File: config.mk
export PLATFORM = sky130hd
export DESIGN_NAME = mem_access_ctrl
export DESIGN_NICKNAME = d
export VERILOG_FILES = /design/src/rtl/mem_access_ctrl.sv
export SDC_FILE = /design/constraint.sdc
export NUM_CORES = 1
export LEC_CHECK = 0
export ABC_AREA = 1
export ABC_CLOCK_PERIOD_IN_PS = 1700
export BUFFER_PORTS_ARGS = -buffer_cell sky130_fd_sc_hd__buf_2
export CORE_ASPECT_RATIO = 1.1
export CORE_MARGIN = 4
export CORE_UTILIZATION = 25
export CTS_CLUSTER_SIZE = 20
export DETAILED_ROUTE_END_ITERATION = 12
export GPL_TIMING_DRIVEN = 0
export SYNTH_ARGS = -nofsm -noshare
export SYNTH_HDL_FRONTEND = slang
export SYNTH_SLANG_ARGS = --single-unit
File: constraint.sdc
create_clock -name Clk -period 1.7 [get_ports Clk]
set_input_delay 0.34 -clock Clk [delete_from_list [all_inputs] [get_ports Clk]]
set_output_delay 0.34 -clock Clk [all_outputs]
set_load 0.01 [all_outputs]
File: src/rtl/mem_access_ctrl.sv
// mem_access_ctrl
//   Sequences one CPU word access at a time onto the asynchronous SRAM pins.
//   A request is accepted only in IDLE. Address, write data and byte enables
//   are latched on acceptance and drive the SRAM pins for the whole access.
//   The controller then holds OE low (read) or WE low (write) for WAIT_CYCLES
//   cycles and reports completion with a one-cycle done pulse.
//
// Parameters
//   WAIT_CYCLES : cycles OE/WE is held low, 1..15 (4-bit wait counter)
//
// Ports
//   Clk, Reset              : clock, synchronous active-high reset
//   req_read, req_write     : access requests, sampled only in IDLE
//   addr, wdata, byte_en    : word address, write data, byte lanes ([1]=upper)
//   rdata                   : data captured from the SRAM on a read
//   busy, done, req_err     : not-idle flag, completion pulse, reject pulse
//   ADDR, Data_out, Data_oe : SRAM address, write data, bus drive enable
//   Data_in                 : SRAM read data
//   CE, UB, LB, OE, WE      : active-low SRAM strobes
module mem_access_ctrl #(
    parameter int unsigned WAIT_CYCLES = 2
) (
    input  logic        Clk,
    input  logic        Reset,
    input  logic        req_read,
    input  logic        req_write,
    input  logic [19:0] addr,
    input  logic [15:0] wdata,
    input  logic [1:0]  byte_en,
    output logic [15:0] rdata,
    output logic        busy,
    output logic        done,
    output logic        req_err,
    output logic [19:0] ADDR,
    output logic [15:0] Data_out,
    output logic        Data_oe,
    input  logic [15:0] Data_in,
    output logic        CE,
    output logic        UB,
    output logic        LB,
    output logic        OE,
    output logic        WE
);

    typedef enum logic [2:0] {
        IDLE,
        RD_ACC,
        RD_DONE,
        WR_SETUP,
        WR_PULSE,
        WR_HOLD
    } state_t;

    // The counter runs from WAIT_CYCLES-1 down to 0, so the strobe phase
    // lasts exactly WAIT_CYCLES cycles.
    localparam logic [3:0] CNT_LOAD = 4'(WAIT_CYCLES - 1);

    state_t      state;
    state_t      state_next;
    logic [3:0]  cnt;
    logic [3:0]  cnt_next;
    logic [1:0]  be_q;
    logic        accept;
    logic        reject;
    logic        capture;

    always_ff @(posedge Clk) begin
        if (Reset) begin
            state    <= IDLE;
            cnt      <= '0;
            be_q     <= '0;
            rdata    <= '0;
            ADDR     <= '0;
            Data_out <= '0;
            req_err  <= 1'b0;
        end else begin
            state   <= state_next;
            cnt     <= cnt_next;
            req_err <= reject;
            if (accept) begin
                ADDR     <= addr;
                Data_out <= wdata;
                be_q     <= byte_en;
            end
            if (capture) begin
                rdata <= Data_in;
            end
        end
    end

    always_comb begin
        state_next = state;
        cnt_next   = cnt;
        accept     = 1'b0;
        reject     = 1'b0;
        capture    = 1'b0;
        busy       = 1'b1;
        done       = 1'b0;
        CE         = 1'b1;
        UB         = 1'b1;
        LB         = 1'b1;
        OE         = 1'b1;
        WE         = 1'b1;
        Data_oe    = 1'b0;

        case (state)
            IDLE: begin
                busy = 1'b0;
                if (req_read || req_write) begin
                    // Conflicting requests or no byte lane selected are
                    // rejected without touching the SRAM.
                    if ((req_read && req_write) || (byte_en == 2'b00)) begin
                        reject = 1'b1;
                    end else begin
                        accept     = 1'b1;
                        cnt_next   = CNT_LOAD;
                        state_next = req_read ? RD_ACC : WR_SETUP;
                    end
                end
            end

            RD_ACC: begin
                CE = 1'b0;
                OE = 1'b0;
                UB = ~be_q[1];
                LB = ~be_q[0];
                if (cnt == 4'd0) begin
                    capture    = 1'b1;
                    state_next = RD_DONE;
                end else begin
                    cnt_next = cnt - 4'd1;
                end
            end

            RD_DONE: begin
                done       = 1'b1;
                state_next = IDLE;
            end

            WR_SETUP: begin
                CE         = 1'b0;
                UB         = ~be_q[1];
                LB         = ~be_q[0];
                Data_oe    = 1'b1;
                cnt_next   = CNT_LOAD;
                state_next = WR_PULSE;
            end

            WR_PULSE: begin
                CE      = 1'b0;
                UB      = ~be_q[1];
                LB      = ~be_q[0];
                WE      = 1'b0;
                Data_oe = 1'b1;
                if (cnt == 4'd0) begin
                    state_next = WR_HOLD;
                end else begin
                    cnt_next = cnt - 4'd1;
                end
            end

            WR_HOLD: begin
                // WE has risen; keep the chip selected and the bus driven
                // for one cycle so the SRAM sees stable data at the WE edge.
                CE         = 1'b0;
                UB         = ~be_q[1];
                LB         = ~be_q[0];
                Data_oe    = 1'b1;
                done       = 1'b1;
                state_next = IDLE;
            end

            default: begin
                state_next = IDLE;
            end
        endcase
    end

endmodule
; ---- After elaboration in Yosys (flattened, before gate mapping)
; Cells that the tools add are included.
[op_classes]
n_reduce_logical = 14
n_addsub = 1
bitwise = 4
muxes = 24
n_eq_ne = 10
[op_table]
columns = op, count
row1 = $mux W1, 14
row2 = $mux W3, 4
row3 = $mux W4, 3
row4 = $pmux W3 S4, 1
row5 = $pmux W4 S3, 1
row6 = $ne A2 B2 Y1 const B, 5
row7 = $reduce_and A4 Y1, 2
row8 = $eq A3 B2 Y1 const B, 2
row9 = $eq A3 B3 Y1 const B, 2
row10 = $reduce_or A3 Y1, 2
row11 = $logic_not A4 Y1, 1
row12 = $not A1 Y1, 4
row13 = $reduce_or A2 Y1, 2
row14 = $reduce_or A4 Y1, 1
row15 = $sub A4 B1 Y4 const B, 1
row16 = $eq A3 B1 Y1 const B, 1
row17 = $logic_not A3 Y1, 1
row18 = $reduce_bool A3 Y1, 1
row19 = $logic_not A2 Y1, 1
row20 = $logic_or A1 B1 Y1, 2
row21 = $mux W2, 1
row22 = $logic_and A1 B1 Y1, 1
[word_totals]
out_inout_bits = 61
register_bits = 62
in_bits = 58
wordCells = 60

; ---- Longest topological paths before layout
[depth]
word_depth = 5
mapped_depth = 10
depth_no_buf = 9

; ---- Worst setup path after synthesis
; OpenSTA, ideal clock, no wires.
[synth_path]
path_type = register to register
start = register cnt[0]
end = register rdata[0]
required_time_ns = 1.584
stages_incl_launch_ff = 11
synth_period_minus_slack_ns = 1.496
arrival_ns = 1.380
path_buffers = 1
slack_ns = 0.204
setup_time_ns = 0.116
cell_sequence = dfxtp_1 inv_1 ha_1 inv_1 nor3_1 inv_1 nor2_4 inv_1 buf_6 nor2_1 nor2_1
[synth_via]
elab_chain_cells = 3
[synth_lines]
columns = item, line_no
row1 = start: declaration, 60  ; logic [3:0] cnt;
row2 = start signal: assignment, 78  ; cnt <= cnt_next;
row3 = $logic_not A4 Y1, 127  ; if (cnt == 4'd0) begin
row4 = $mux W1, 127
row5 = $mux W1, 106  ; case (state)
row6 = end signal: assignment, 86  ; rdata <= Data_in;
row7 = end: declaration, 30  ; output logic [15:0] rdata,
; No other way between the ends.
; A chain may end at the register's enable or synchronous reset.

; ---- Worst setup path after layout
[layout_path]
start = register state[2]
end = output port done
[layout_via]
elab_chain_cells = 3
word_cells_on_any_way = 4
cone_classes = 2 x eq/ne / 1 x mux / 1 x reduce/logical
[layout_lines]
columns = item, line_no
row1 = start: declaration, 58  ; state_t state;
row2 = start signal: assignment, 77  ; state <= state_next;
row3 = $eq A3 B3 Y1 / $eq A3 B2 Y1 (equally long branches), 106
row4 = $reduce_or A2 Y1 (no source line) (*), n/a
row5 = $mux W1 (*), 106
row6 = end: declaration, 32  ; output logic done,
; Mark *: on every way between the ends. The rest lies on a longest branch, timed or not.

==> results.sh <==
export IMPL_power_density_nw_per_um2=1700
export IMPL_synth_commonest_cells="nor2_1 (110), dfxtp_1 (62), o21ai_0 (50), nand2_1 (28), inv_1 (18)"
export IMPL_final_nets=509
export IMPL_pwr_share_seq_pct=37.0
export IMPL_worstPathRequired_ns=1.36
export IMPL_gp_congestion=0.786
export IMPL_worst_ir_drop_vdd_mv=0.581
export IMPL_ioPinCount=119
export IMPL_grt_antenna_before_repair=0
export IMPL_max_freq_mhz=608
export IMPL_netlist_area_um2=2430
export IMPL_grt_pass1_vias=2402
export IMPL_worst_pin_slew_ns=0.531
export IMPL_cts_tree="built"
export IMPL_io_buffers=118
export IMPL_p_leak_nw=1.76
export IMPL_cts_max_path_buffers=2
export IMPL_vias=2429
export IMPL_firstDrtPassIters=4
export IMPL_fin_cells=571
export IMPL_fp_row_count=37
export IMPL_ant_nets=0
export IMPL_ctsHoldBuffers=0
export IMPL_cts_clk_slew_worst_paths_ns=0.07
export IMPL_yosys_top_cells_area="dfxtp_1 (51%), nor2_1 (17%), o21ai_0 (10%), nand2_1 (4.3%), buf_6 (3.7%)"
export IMPL_cts_root_buffer="clkbuf_8"
export IMPL_synth_cell_type_count=20
export IMPL_fin_total_pwr_mw=5.76
export IMPL_grt_ovfl_total=0
export IMPL_cts_buffers=9
export IMPL_h_tree_depth=3
export IMPL_synth_top_area_share_pct=51.1
export IMPL_internal_power_mw=3.52
export IMPL_n_fill_cell=1051
export IMPL_synth_edf_count=0
export IMPL_yosysWarnings=0
export IMPL_viasPerCell=4.25
export IMPL_pwr_share_clk_pct=22.0
export IMPL_ys_seq_area_share_pct=51.1
export IMPL_syn_inst=320
export IMPL_yosysTopAreaCell="dfxtp_1"
export IMPL_synth_main_ff_cell="dfxtp_1"
export IMPL_grt_util_all_layers_pct=12.6
export IMPL_met2_usage_pct=20.3
export IMPL_fin_setup_tns_ns=0
export IMPL_insertion_delay_ns=0.34
export IMPL_dieArea_um2=11400
export IMPL_start_util_pct=25.7
export IMPL_critical_path_arrival_ns=1.30
export IMPL_grt_max_degree=11
export IMPL_top_usage_layer="met2"
export IMPL_drc=0
export IMPL_routedWlPerCell_um=12.2
export IMPL_dp_hpwl_um=5410
export IMPL_p_sw_mw=2.24
export IMPL_area_delta_synth_final_pct=39.6
export IMPL_synth_most_common_cell="nor2_1"
export IMPL_core_area_um2=9440
export IMPL_synthesis_nets=379
export IMPL_relSlewSlack_pct=64.6
export IMPL_async_flop_share_pct=0
export IMPL_drt_iter0_drc=84
export IMPL_setup_viol=0
export IMPL_syn_area_per_cell_um2=7.60
export IMPL_antenna_cells=0
export IMPL_path_class="flip-flop to output port"
export IMPL_routed_wl_um=6970
export IMPL_min_period_ns=1.64
export IMPL_clkSinkCount=62
export IMPL_cp_start_kind="flip-flop"
export IMPL_status="completed"
export IMPL_grt_pass1_wl_um=11400
export IMPL_hp_class="input port to flip-flop"
export IMPL_yosys_register_bits=62
export IMPL_report_final_slew_viol_count=0
export IMPL_grt_use_met1_pct=15.0
export IMPL_critical_path_max_fanout=4
export IMPL_cap_violations=0
export IMPL_crit_path_end_kind="output port"
export IMPL_switching_share_pct=38.8
export IMPL_drive_gt1_share_pct=36.6
export IMPL_use_met3_pct=5.26
export IMPL_die_y_um=111
export IMPL_rsz0062_at_grt="yes"
export IMPL_clock_skew_ns=0.00837
export IMPL_fin_crit_sh_pct=96.7
export IMPL_dp_cells=555
export IMPL_dieWidth_um=102
export IMPL_hold_viol=0
export IMPL_pwr_share_comb_pct=41.0
registers in the layout, summed over array words and instances (netlist names):
signal    count
ADDR         20
Data_out     16
rdata        16
cnt           4
state         3
be_q          2
req_err       1
area by class of cell:
cell class	instances	area (um2)	share of cell area, %
plain buffers	15	120	3.54
flip-flops and latches	62	1250	36.7
clock inverters	4	47.5	1.40
inverters	21	83.8	2.47
well taps	117	146	4.31
clock buffers	11	141	4.17
repair buffers	119	598	17.6
multi-input cells	222	1010	29.8
kinds of logic after synthesis:
family	synth area share (%)
and+or+nand+nor	26.5
AOI/OAI and AO/OA	13.8
DFF	51.1
buffers and inverters	8.18
adders and majority gates	0.515
cells in the final DEF (no fill, tap or decap), drive strengths merged:
cell type / n
nand3: 5
nor3: 2
a21oi: 12
clkinv: 2
clkinvlp: 1
inv: 21
buf: 128
bufinv: 1
dfxtp: 62
nand2: 28
nand4: 1
nor2: 118
clkbuf: 17
ha: 1
o21ai: 55
repair_timing:
action                     CTS  global route
gates resized for setup      6            11
gates cloned                 0             0
buffers inserted             1             0
pin swaps                    1             3
setup endpoints to repair   13            13
power by group through the flow:
| stage | Clock (mW) | Combinational, mW | Sequential (mW) |
|---|---|---|---|
| global route | 1.37 | 2.68 | 2.18 |
| global placement | 0 | 2.28 | 2.12 |
| floorplan | 0 | 1.34 | 2.29 |
| CTS | 1.31 | 2.37 | 2.12 |
| finish | 1.26 | 2.36 | 2.13 |
| detailed placement | 0 | 2.34 | 2.14 |
through the flow:
step	hold slack, ns	instance area [um2]	utilization [%]	setup slack (ns)
after floorplan	0.409	2430	-	0.204
after global placement	0.474	3170	33.5	-0.0552
after detailed placement	0.486	3170	33.5	-0.129
after CTS	0.200	3380	35.7	0.0213
after global routing	0.204	3390	35.9	-0.0172
final	0.220	3390	35.9	0.0557
path summary, 6_finish.rpt:
check / from / to / slack, ns / cells after the start
hold reg to reg: ADDR[16] / ADDR[16] / 0.50 / 2
setup / recovery: state[2] / done / 0.06 / 5
setup reg to reg: cnt[0] / rdata[9] / 0.13 / 10
hold / removal: Data_in[11] / rdata[11] / 0.22 / 3
worst max-delay path, stage by stage (launching register included):
cell and delay (ns):
dfxtp_4 0.37, inv_2 0.06, nor2_2 0.16, inv_1 0.09, a21oi_1 0.15, buf_2 0.15
routing by layer:
layer | wire, um | up-vias
met5 | 0 | -
met4 | 100 | 0
met3 | 499 | 9
met2 | 3380 | 65
met1 | 2990 | 1082
li1 | - | 1273
Note: power is estimated with default switching activity, not from simulation.
